[config.mk]
export PLATFORM = sky130hd
export DESIGN_NAME = rv32i_multicycle_sequencer_flat
export DESIGN_NICKNAME = d
export VERILOG_FILES = /design/src/rtl/rv32i_multicycle_sequencer_if.sv /design/src/rtl/rv32i_multicycle_sequencer.sv /design/src/flat_wrapper.sv
export SDC_FILE = /design/constraint.sdc
export NUM_CORES = 1
export LEC_CHECK = 0
export CAP_MARGIN = 20
export CORE_ASPECT_RATIO = 1.1
export CORE_MARGIN = 2
export CORE_UTILIZATION = 41
export CTS_CLUSTER_DIAMETER = 30
export DETAILED_ROUTE_END_ITERATION = 8
export PLACE_DENSITY = 0.67
export SETUP_SLACK_MARGIN = 0.3
export SYNTH_ARGS = -nofsm -noshare
export SYNTH_HDL_FRONTEND = slang
export SYNTH_SLANG_ARGS = --single-unit
[constraint.sdc]
create_clock -name i_clk -period 2.5 [get_ports i_clk]
set_input_delay 0.375 -clock i_clk [delete_from_list [all_inputs] [get_ports i_clk]]
set_output_delay 0.375 -clock i_clk [all_outputs]
set_load 0.02 [all_outputs]
[src/rtl/rv32i_multicycle_sequencer_if.sv]
// Purpose: handshake/strobe bundle between the RV32I sequencer and its datapath/memories.
// Latency: pure wiring, no storage.
// Backpressure: memories stall the sequencer by withholding i_imem_ack / i_dmem_ack.
interface rv32i_multicycle_sequencer_if #(
    parameter int WORD_SIZE = 32
);
    logic                 o_imem_req;
    logic                 i_imem_ack;
    logic                 o_ir_load;
    logic                 i_invalid_instruction;
    logic                 i_i_type;
    logic                 i_r_type;
    logic                 i_b_type;
    logic                 i_ld_type;
    logic                 i_str_type;
    logic                 i_writeback_en;
    logic                 i_branch_taken;
    logic                 o_alu_en;
    logic                 o_dmem_req;
    logic                 o_dmem_we;
    logic                 i_dmem_ack;
    logic                 o_rf_we;
    logic                 o_pc_we;
    logic                 o_pc_sel;
    logic [2:0]           o_state;
    logic                 o_bus_error;
    logic                 o_trap;
    logic [WORD_SIZE-1:0] o_retired;

    modport master (
        output o_imem_req, o_ir_load, o_alu_en, o_dmem_req, o_dmem_we, o_rf_we,
               o_pc_we, o_pc_sel, o_state, o_bus_error, o_trap, o_retired,
        input  i_imem_ack, i_invalid_instruction, i_i_type, i_r_type, i_b_type,
               i_ld_type, i_str_type, i_writeback_en, i_branch_taken, i_dmem_ack
    );

    modport slave (
        input  o_imem_req, o_ir_load, o_alu_en, o_dmem_req, o_dmem_we, o_rf_we,
               o_pc_we, o_pc_sel, o_state, o_bus_error, o_trap, o_retired,
        output i_imem_ack, i_invalid_instruction, i_i_type, i_r_type, i_b_type,
               i_ld_type, i_str_type, i_writeback_en, i_branch_taken, i_dmem_ack
    );
endinterface

[src/rtl/rv32i_multicycle_sequencer.sv]
// Purpose: multicycle RV32I control FSM (fetch/decode/execute/memory/writeback) with retire counter.
// Latency: branch 3, ALU 4, store 4, load 5 cycles at zero wait; +1 per un-acked memory cycle.
// Backpressure: holds requests until ack or MEM_TIMEOUT; RV32I_SEQ_TRAP_EN selects trap vs. recover.
module rv32i_multicycle_sequencer #(
    parameter int WORD_SIZE   = 32,
    parameter int MEM_TIMEOUT = 255
) (
    input  logic i_clk,
    input  logic i_rst,
    rv32i_multicycle_sequencer_if.master bus
);
    localparam int CW = $clog2(MEM_TIMEOUT + 1);

    typedef enum logic [2:0] {
        ST_RESET     = 3'd0,
        ST_FETCH     = 3'd1,
        ST_DECODE    = 3'd2,
        ST_EXECUTE   = 3'd3,
        ST_MEMORY    = 3'd4,
        ST_WRITEBACK = 3'd5,
        ST_TRAP      = 3'd6
    } state_t;

    state_t               state;
    state_t               next_state;
    logic [CW-1:0]        wait_cnt;
    logic                 cnt_clr;
    logic                 timeout;
    logic                 nop_wb;
    logic                 nop_next;
    logic                 retire;
    logic [WORD_SIZE-1:0] retired;

    logic imem_req, ir_load, alu_en, dmem_req, dmem_we, rf_we, pc_we, pc_sel, bus_error, trap;

    // State register; reset drops every request immediately.
    always_ff @(posedge i_clk or posedge i_rst) begin
        if (i_rst) begin
            state  <= ST_RESET;
            nop_wb <= 1'b0;
        end else begin
            state  <= next_state;
            nop_wb <= nop_next;
        end
    end

    // Wait counter: cleared on entry to FETCH/MEMORY, counts cycles without ack.
    always_ff @(posedge i_clk or posedge i_rst) begin
        if (i_rst) begin
            wait_cnt <= '0;
        end else if (cnt_clr) begin
            wait_cnt <= '0;
        end else if ((state == ST_FETCH || state == ST_MEMORY) && !timeout) begin
            wait_cnt <= wait_cnt + 1'b1;
        end
    end

    // Retired-instruction counter, wraps naturally at 2^WORD_SIZE.
    always_ff @(posedge i_clk or posedge i_rst) begin
        if (i_rst) begin
            retired <= '0;
        end else if (retire) begin
            retired <= retired + 1'b1;
        end
    end

    // Next-state and strobe decode; ack always wins over a same-cycle timeout.
    always_comb begin
        next_state = state;
        nop_next   = nop_wb;
        cnt_clr    = 1'b0;
        imem_req   = 1'b0;
        ir_load    = 1'b0;
        alu_en     = 1'b0;
        dmem_req   = 1'b0;
        dmem_we    = 1'b0;
        rf_we      = 1'b0;
        pc_we      = 1'b0;
        pc_sel     = 1'b0;
        bus_error  = 1'b0;
        retire     = 1'b0;
        trap       = 1'b0;
        timeout    = (wait_cnt == CW'(MEM_TIMEOUT - 1));
        case (state)
            ST_RESET: begin
                next_state = ST_FETCH;
                cnt_clr    = 1'b1;
            end
            ST_FETCH: begin
                imem_req = 1'b1;
                if (bus.i_imem_ack) begin
                    ir_load    = 1'b1;
                    nop_next   = 1'b0;
                    next_state = ST_DECODE;
                end else if (timeout) begin
                    bus_error = 1'b1;
`ifdef RV32I_SEQ_TRAP_EN
                    next_state = ST_TRAP;
`else
                    cnt_clr    = 1'b1;
`endif
                end
            end
            ST_DECODE: begin
                if (bus.i_invalid_instruction) begin
`ifdef RV32I_SEQ_TRAP_EN
                    next_state = ST_TRAP;
`else
                    nop_next   = 1'b1;
                    next_state = ST_WRITEBACK;
`endif
                end else begin
                    next_state = ST_EXECUTE;
                end
            end
            ST_EXECUTE: begin
                alu_en = 1'b1;
                if (bus.i_b_type) begin
                    pc_we      = 1'b1;
                    pc_sel     = bus.i_branch_taken;
                    retire     = 1'b1;
                    cnt_clr    = 1'b1;
                    next_state = ST_FETCH;
                end else if (bus.i_ld_type || bus.i_str_type) begin
                    cnt_clr    = 1'b1;
                    next_state = ST_MEMORY;
                end else begin
                    // No class flag at all (e.g. FENCE): retire without a register write.
                    nop_next   = !(bus.i_i_type || bus.i_r_type);
                    next_state = ST_WRITEBACK;
                end
            end
            ST_MEMORY: begin
                dmem_req = 1'b1;
                dmem_we  = bus.i_str_type;
                if (bus.i_dmem_ack) begin
                    if (bus.i_str_type) begin
                        pc_we      = 1'b1;
                        retire     = 1'b1;
                        cnt_clr    = 1'b1;
                        next_state = ST_FETCH;
                    end else begin
                        next_state = ST_WRITEBACK;
                    end
                end else if (timeout) begin
                    bus_error = 1'b1;
`ifdef RV32I_SEQ_TRAP_EN
                    next_state = ST_TRAP;
`else
                    if (bus.i_str_type) begin
                        pc_we      = 1'b1;
                        retire     = 1'b1;
                        cnt_clr    = 1'b1;
                        next_state = ST_FETCH;
                    end else begin
                        nop_next   = 1'b1;
                        next_state = ST_WRITEBACK;
                    end
`endif
                end
            end
            ST_WRITEBACK: begin
                rf_we      = bus.i_writeback_en && !nop_wb;
                pc_we      = 1'b1;
                retire     = 1'b1;
                cnt_clr    = 1'b1;
                next_state = ST_FETCH;
            end
            ST_TRAP: begin
`ifdef RV32I_SEQ_TRAP_EN
                trap = 1'b1;
`endif
                next_state = ST_TRAP;
            end
            default: begin
                next_state = ST_RESET;
            end
        endcase
    end

    assign bus.o_imem_req  = imem_req;
    assign bus.o_ir_load   = ir_load;
    assign bus.o_alu_en    = alu_en;
    assign bus.o_dmem_req  = dmem_req;
    assign bus.o_dmem_we   = dmem_we;
    assign bus.o_rf_we     = rf_we;
    assign bus.o_pc_we     = pc_we;
    assign bus.o_pc_sel    = pc_sel;
    assign bus.o_state     = state;
    assign bus.o_bus_error = bus_error;
    assign bus.o_trap      = trap;
    assign bus.o_retired   = retired;
endmodule
[src/flat_wrapper.sv]
// flat-port wrapper written by rule: the top's interface ports become plain ports
module rv32i_multicycle_sequencer_flat 
#(
    parameter int WORD_SIZE   = 32,
    parameter int MEM_TIMEOUT = 255
)
  (i_clk, i_rst, bus_o_imem_req, bus_o_ir_load, bus_o_alu_en, bus_o_dmem_req, bus_o_dmem_we, bus_o_rf_we, bus_o_pc_we, bus_o_pc_sel, bus_o_state, bus_o_bus_error, bus_o_trap, bus_o_retired, bus_i_imem_ack, bus_i_invalid_instruction, bus_i_i_type, bus_i_r_type, bus_i_b_type, bus_i_ld_type, bus_i_str_type, bus_i_writeback_en, bus_i_branch_taken, bus_i_dmem_ack);
  rv32i_multicycle_sequencer_if #(.WORD_SIZE(WORD_SIZE)) bus_i ();
  input  logic i_clk;
  input  logic i_rst;
  output wire logic [$bits(bus_i.o_imem_req)-1:0] bus_o_imem_req;
  output wire logic [$bits(bus_i.o_ir_load)-1:0] bus_o_ir_load;
  output wire logic [$bits(bus_i.o_alu_en)-1:0] bus_o_alu_en;
  output wire logic [$bits(bus_i.o_dmem_req)-1:0] bus_o_dmem_req;
  output wire logic [$bits(bus_i.o_dmem_we)-1:0] bus_o_dmem_we;
  output wire logic [$bits(bus_i.o_rf_we)-1:0] bus_o_rf_we;
  output wire logic [$bits(bus_i.o_pc_we)-1:0] bus_o_pc_we;
  output wire logic [$bits(bus_i.o_pc_sel)-1:0] bus_o_pc_sel;
  output wire logic [$bits(bus_i.o_state)-1:0] bus_o_state;
  output wire logic [$bits(bus_i.o_bus_error)-1:0] bus_o_bus_error;
  output wire logic [$bits(bus_i.o_trap)-1:0] bus_o_trap;
  output wire logic [$bits(bus_i.o_retired)-1:0] bus_o_retired;
  input wire logic [$bits(bus_i.i_imem_ack)-1:0] bus_i_imem_ack;
  input wire logic [$bits(bus_i.i_invalid_instruction)-1:0] bus_i_invalid_instruction;
  input wire logic [$bits(bus_i.i_i_type)-1:0] bus_i_i_type;
  input wire logic [$bits(bus_i.i_r_type)-1:0] bus_i_r_type;
  input wire logic [$bits(bus_i.i_b_type)-1:0] bus_i_b_type;
  input wire logic [$bits(bus_i.i_ld_type)-1:0] bus_i_ld_type;
  input wire logic [$bits(bus_i.i_str_type)-1:0] bus_i_str_type;
  input wire logic [$bits(bus_i.i_writeback_en)-1:0] bus_i_writeback_en;
  input wire logic [$bits(bus_i.i_branch_taken)-1:0] bus_i_branch_taken;
  input wire logic [$bits(bus_i.i_dmem_ack)-1:0] bus_i_dmem_ack;
  assign bus_o_imem_req = bus_i.o_imem_req;
  assign bus_o_ir_load = bus_i.o_ir_load;
  assign bus_o_alu_en = bus_i.o_alu_en;
  assign bus_o_dmem_req = bus_i.o_dmem_req;
  assign bus_o_dmem_we = bus_i.o_dmem_we;
  assign bus_o_rf_we = bus_i.o_rf_we;
  assign bus_o_pc_we = bus_i.o_pc_we;
  assign bus_o_pc_sel = bus_i.o_pc_sel;
  assign bus_o_state = bus_i.o_state;
  assign bus_o_bus_error = bus_i.o_bus_error;
  assign bus_o_trap = bus_i.o_trap;
  assign bus_o_retired = bus_i.o_retired;
  assign bus_i.i_imem_ack = bus_i_imem_ack;
  assign bus_i.i_invalid_instruction = bus_i_invalid_instruction;
  assign bus_i.i_i_type = bus_i_i_type;
  assign bus_i.i_r_type = bus_i_r_type;
  assign bus_i.i_b_type = bus_i_b_type;
  assign bus_i.i_ld_type = bus_i_ld_type;
  assign bus_i.i_str_type = bus_i_str_type;
  assign bus_i.i_writeback_en = bus_i_writeback_en;
  assign bus_i.i_branch_taken = bus_i_branch_taken;
  assign bus_i.i_dmem_ack = bus_i_dmem_ack;
  rv32i_multicycle_sequencer #(.WORD_SIZE(WORD_SIZE), .MEM_TIMEOUT(MEM_TIMEOUT)) u_core (.i_clk(i_clk), .i_rst(i_rst), .bus(bus_i));
endmodule
==> results of run 1 <==
[logic make-up after synthesis]
kind of cell / after synthesis / share of synthesized area [%]
muxes: 2 / 0.918
other: 1 / 0.162
and+or+nand+nor: 101 / 23.6
DFF: 44 / 47.5
xor gates and xnor gates: 35 / 13.2
buffers and inverters: 19 / 3.40
AOI/OAI and AO/OA: 32 / 9.56
adders and majority gates: 3 / 1.62
[worst max path at each step]
stage,start,to,slack [ns],cells past startpoint
global placement,bus_i_str_type,bus_o_pc_we,0.08,5
finish,u_core.wait_cnt[0],bus_o_pc_we,0.36,6
global route,u_core.wait_cnt[0],bus_o_pc_we,0.24,6
floorplan,u_core.bus.o_state[0],u_core.wait_cnt[5],0.37,6
detailed placement,bus_i_str_type,bus_o_pc_we,0.07,5
CTS,u_core.wait_cnt[0],bus_o_pc_we,0.20,6
[cells in the final DEF (no fill, tap or decap), drive strengths merged, types with 2 or more instances in the layout]
master,count
a21oi,6
dfrtp,44
nor3,5
o32ai,3
o21ai,7
and2,2
buf,14
inv,12
clkbuf,10
nand2b,2
a211oi,3
and4,6
dlygate4sd2,6
ha,3
or2,2
o22ai,2
or3b,3
clkdlybuf4s50,46
xor2,10
and3,7
o211ai,2
nand2,20
nand4,9
nor4,5
xnor2,25
nand3,16
nor2,21
[per-stage QoR]
| step | worst slack [ns] | std cells | util, % |
|---|---|---|---|
| final | 0.355 | 382 | 57.4 |
| after global routing | 0.237 | 382 | 57.4 |
| after CTS | 0.198 | 382 | 57.5 |
| after detailed placement | 0.0731 | 374 | 55.8 |
| after global placement | 0.0797 | 374 | 55.8 |
| after floorplan | 0.366 | 237 | - |
[report_power, final]
| part | internal (mW) | switching, mW | total, mW | leakage (nW) |
|---|---|---|---|---|
| clock | 0.226 | 0.230 | 0.455 | 0.0455 |
| sequential | 0.798 | 0.0971 | 0.895 | 0.586 |
| combinational | 0.404 | 0.488 | 0.892 | 0.729 |
| total | 1.43 | 0.815 | 2.24 | 1.36 |
[final cells by class]
cell class,instances,area share [%]
Clock buffer,8,2.89
Tap cell,75,3.01
Timing Repair Buffer,69,20.5
Sequential cell,44,35.4
Inverter,12,1.44
Multi-Input combinational cell,174,36.8
[state kept, by name, summed over array words and instances (netlist names)]
signal and flops:
u_core.bus.o_state 3, u_core.wait_cnt 8, u_core.bus.o_retired 32, u_core.nop_wb 1
[layer usage]
layer / GRT usage (%) / wire length, um / part of all wire (%) / vias to the layer above
met5: 0 / 0 / 0 / -
li1: - / - / - / 962
met2: 28.1 / 2480 / 48 / 54
met1: 23.6 / 2340 / 45 / 970
met4: 5.58 / 61 / 1.2 / 0
met3: 3.52 / 259 / 5.0 / 6
[what timing repair did]
action	CTS	global route
gates resized for setup	13	6
hold endpoints to repair	0	0
endpoints found under the setup margin	9	7
setup buffers	0	0
==> summary.txt, run 1 <==
Routing
  – WL/cell: 13.5 um
  – Drt pass-1 iters: 4
  – Vias per Instance: 5.21
  – # DRC: 0
  – Vias: 1992
  – WL final: 5140 um
  – Final ANT Viol Nets: 0
  – Iteration-0 DRC count of the detailed router: 98

Placed design
  – GPL Wtd Cong: 0.888
  – Dpl hpwl: 3760 um
  – Port-buffer cells: 55
  – Placed cell area: 0.00303 mm2

Critical path
  – Critical-path top delay cell: dfrtp_1
  – Crit path max fanout: 6
  – Worst setup SP type: register
  – Critical R2R Launch: u_core.wait_cnt[0]
  – R2R Setup Slk: 0.45 ns
  – Critical Path Sink Type: output pin
  – Worst R2R End: u_core.bus.o_retired[26]
  – Worst Path Required: 2.12 ns
  – CP peak stage delay: 0.43 ns
  – Largest delay contributor family on the critical path: simple AND/OR/NAND/NOR gates
  – CP Class: reg -> out
  – CP cell instances: inv_1, ha_1, nand3_2, nor4_4, or2_2, clkbuf_2
  – Critical path buffers and inverters: 2
  – Depth of the worst register-to-register path: 8
  – WP data arrival: 1.77 ns

Synthesis
  – Area contributors post-synth: dfrtp_1 48%, xnor2_1 9.5%, xor2_1 3.8%
  – Cell Area, Synth: 0.00232 mm2
  – Syn Inst Count: 237
  – Post-synth top cells: 44 x dfrtp_1, 25 x xnor2_1, 21 x nor2_1
  – Most common cell in the netlist: dfrtp_1
  – Syn nets: 252
  – Netlist cell types: 44
  – Leading area contributor after synthesis: dfrtp_1
  – Post-synth top flop: dfrtp_1
  – Synth top area share: 47.5%
  – Register bit total from synthesis: 44
  – Post-synthesis sequential area ratio: 47.5%
  – Post-synth ARST share: 100%
  – Synth Area per Inst: 9.77 um2
  – Synth Warn #: 0
  – Number of synthesized flops with an enable pin: 0

Die
  – Die height: 82.8 um
  – Core box area: 0.00543 mm2
  – Starting density of the core: 42.6%
  – Num rows: 28
  – Die width: 75.7 um
  – Die area: 0.00627 mm2
  – IO Pins: 57

Timing
  – Worst-case hold slack: 0.484 ns
  – Min Tclk post-route: 2.14 ns
  – Final Cycle Share: 85.8%
  – Max_slew headroom: 52.4%
  – Tightest Pin Transition: 0.695 ns
  – Max Fclk: 466 MHz
  – Clock skew: 0.00189 ns
  – RSZ-0062 raised after global routing: true
  – Setup_tns: 0 ns
  – Max Slew Vio Count: 0
  – # setup viols final: 0
  – Final Hold Fails: 0

Final layout
  – Synth-to-layout area growth: 34.6%
  – Fillers: 499
  – Layout cells sized above 1: 11.1%
  – Final non-filler cell area: 0.00312 mm2
  – Register area: 0.00110 mm2
  – Nets: 321
  – Multi-input gate area: 0.00115 mm2
  – Ant. Diodes: 0

Pwr
  – Leak: 1.36 nW
  – Power Total: 2.24 mW
  – PD cells: 719 mW/mm2
  – Peak VDD IR: 0.307 mV

Worst hold path
  – HP Start: u_core.bus.o_retired[31]
  – Hold Path Sink: u_core.bus.o_retired[31]
  – Type of the tightest min-delay check: reg -> reg
  – Worst Hold Path Cells: 1

Clock network
  – Clock Path Buffers: 2
  – Cts hold-fix bufs: 0
  – Clk slew on worst S/H paths: 0.08 ns
  – Clk_lat worst skew: 0.29 ns
  – TritonCTS Buffers: 5
  – TritonCTS clock tree: built
  – CTS Sinks: 44
  – CTS root buf: clkbuf_8
  – H-tree Lvls: 2

Global routing
  – Largest net degree at the start of global routing: 45
  – Number of global-route vias before repair: 1921
  – Initial antenna violation count: 0
  – Global route total overflow: 0
  – Total track usage: 17.6%
  – First-pass GRT wire length: 8740 um

Job
  – Max-Cap Viols: 0

Status
  – Status: completed
(Power assumes the default switching activity.)
==> inputs of run 2 (changes only) <==
Settings changed: RECOVER_POWER set to 100.
==> run 2 against run 1 <==
  * Non-clock buffer count did not move
  * Sequential power decreased by 0.6%
  * Count of clock-buffer cells in the layout unchanged
  * Global-route usage is the same
  * Routed wire length decreased by 0.25%
  * Power is 2.7% lower
  * Die area is the same
  * First-iteration DRC count rose by 6.1%
  * Combinational power fell by 6.1%
  * Clock skew barely moved
  * Via count down 1.4%
  * Fmax decreased by 4.7%
  * Highest routed layer unchanged
==> summary.txt, run 2 (synthesis gave the netlist of run 1 again) <==
Routing
  – Vias: 1965 (-1.4%)
  – WL/cell: 13.4 um (-0.25%)
  – Final ANT Viol Nets: 0 (unchanged)
  – Drt pass-1 iters: 4 (unchanged)
  – WL final: 5130 um (-0.25%)
  – Vias per Instance: 5.14 (-1.4%)
  – Iteration-0 DRC count of the detailed router: 104 (+6.1%)
  – # DRC: 0 (unchanged)

Critical path
  – Critical-path top delay cell: or3b_1
  – Depth of the worst register-to-register path: 6 (-2)
  – Crit path max fanout: 10 (+4)
  – WP data arrival: 1.87 ns (+0.10 ns)
  – CP cell instances: or3b_1, nor4_4, or2_2, clkbuf_1
  – Critical Path Sink Type: output pin
  – Worst Path Required: 2.12 ns (about the same)
  – CP peak stage delay: 0.50 ns (+0.07 ns)
  – CP Class: reg -> out
  – R2R Setup Slk: 0.30 ns (-0.15 ns)
  – Worst setup SP type: register

Global routing
  – Met2 usage: 28.1% (unchanged)
  – Total track usage: 17.6% (unchanged)
  – Met3 Usage GRT: 3.52% (unchanged)
  – Global route total overflow: 0 (unchanged)
  – Largest net degree at the start of global routing: 45 (unchanged)
  – Busiest layer in global routing: met2
  – Initial antenna violation count: 0 (unchanged)
  – First-pass GRT wire length: 8740 um (unchanged)
  – Number of global-route vias before repair: 1921 (unchanged)
  – M1 GR Usage: 23.6% (unchanged)

Placed design
  – Dpl hpwl: 3760 um (unchanged)
  – Port-buffer cells: 55 (unchanged)
  – Placed cell area: 0.00303 mm2 (unchanged)
  – GPL Wtd Cong: 0.888 (unchanged)

Die
  – Num rows: 28 (unchanged)
  – Starting density of the core: 42.6% (unchanged)
  – IO Pins: 57 (unchanged)
  – Die area: 0.00627 mm2 (unchanged)
  – Core box area: 0.00543 mm2 (unchanged)
  – Die width: 75.7 um (unchanged)
  – Die height: 82.8 um (unchanged)

Final layout
  – Register area: 0.00110 mm2 (-0.11%)
  – Nets: 321 (unchanged)
  – Final non-filler cell area: 0.00308 mm2 (-1.2%)
  – Most frequent cells in the layout: 44 x dfrtp_1, 36 x dlygate4sd3_1, 25 x xnor2_1
  – Max reg flops: 32 (unchanged)
  – Fillers: 508 (+1.8%)
  – Ant. Diodes: 0 (unchanged)
  – Multi-input gate area: 0.00113 mm2 (-1.3%)
  – Most common cell after layout, fill and taps aside: dfrtp_1
  – Layout cells sized above 1: 7.82% (-3.3 points)
  – Synth-to-layout area growth: 33.0%

Timing
  – Tightest Pin Transition: 1.09 ns (+0.398 ns)
  – # setup viols final: 0 (unchanged)
  – Final Hold Fails: 0 (unchanged)
  – RSZ-0062 raised after global routing: true
  – Min Tclk post-route: 2.25 ns (+0.105 ns)
  – Max Slew Vio Count: 0 (unchanged)
  – Setup_tns: 0 ns (unchanged)
  – Clock skew: 0.00196 ns (+0.0000667 ns)
  – Final Cycle Share: 90.0% (+4.2 points)
  – Max_slew headroom: 27.1% (-25 points)
  – Max Fclk: 445 MHz (-4.7%)

Pwr
  – Leak: 1.43 nW (+5.0%)
  – PD cells: 709 mW/mm2 (-1.5%)
  – Peak VDD IR: 0.295 mV (-4.0%)

Clock network
  – Cts hold-fix bufs: 0 (unchanged)
  – CTS Sinks: 44 (unchanged)
  – Clk_lat worst skew: 0.29 ns (about the same)
  – TritonCTS clock tree: built
  – Clock Path Buffers: 2 (unchanged)
  – Postcts setup bufs: 0 (unchanged)
  – Post-CTS Resized: 13 (unchanged)
  – H-tree Lvls: 2 (unchanged)
  – Clk slew on worst S/H paths: 0.08 ns (about the same)
  – TritonCTS Buffers: 5 (unchanged)
  – CTS root buf: clkbuf_8

Worst hold path
  – Type of the tightest min-delay check: reg -> reg
  – Worst Hold Path Cells: 1 (unchanged)

Status
  – Status: completed

Job
  – Max-Cap Viols: 0 (unchanged)
run 2: changes by cell type in the layout (fill, tap and decap cells not counted), moves of 6 or more:
| cell | before | now |
|---|---|---|
| dlygate4sd3_1 | 0 | 36 |
| clkdlybuf4s50_1 | 46 | 10 |
| buf_4 | 14 | 8 |
| clkbuf_1 | 2 | 8 |
run 2: critical path: cells and delay by family (launching register included):
kind	cells	cell delay [ns]
buffers and inverters	1	0.23
flip-flops	1	0.49
AND/OR/NAND/NOR	3	0.86
run 2: metal layers:
metal | part of all wire (%) | vias up
met3 | 5.7 | 6
met5 | 0 | -
met1 | 45 | 946
met2 | 48 | 52
li1 | - | 961
met4 | 1.2 | 0
run 2: area by class of cell:
cell class / instances / area share [%]
clock buffer: 8 / 2.93
sequential: 44 / 35.8
multi-input combinational: 174 / 36.8
timing repair buffer: 69 / 20.0
tap: 75 / 3.05
inverter: 12 / 1.46
run 2: final timing paths:
kind / from / end
min reg2reg: u_core.bus.o_retired[31] / u_core.bus.o_retired[31]
min in group asynchronous: i_rst / u_core.bus.o_retired[6]
max: u_core.bus.o_state[2] / bus_o_pc_we
max reg2reg: u_core.bus.o_state[2] / u_core.bus.o_retired[26]
min: u_core.bus.o_retired[31] / u_core.bus.o_retired[31]
max in group asynchronous: i_rst / u_core.wait_cnt[7]
run 2: power by group:
part | internal [mW] | total [mW] | switching (mW)
sequential | 0.797 | 0.890 | 0.0929
combinational | 0.352 | 0.838 | 0.486
clock | 0.226 | 0.454 | 0.228
total | 1.37 | 2.18 | 0.807
run 2: per-stage QoR:
stage | instances | hold slack (ns) | utilization (%) | setup WS [ns] | power, mW
6_report | 382 | 0.482 | 56.7 | 0.250 | 2.18
5_1_grt | 382 | 0.506 | 56.7 | 0.122 | 2.33
4_1_cts | 382 | 0.495 | 57.5 | 0.198 | 2.27
3_5_place_dp | 374 | 0.478 | 55.8 | 0.0731 | 1.83
3_3_place_gp | 374 | 0.463 | 55.8 | 0.0797 | 1.83
2_1_floorplan | 237 | 0.482 | - | 0.366 | 1.42
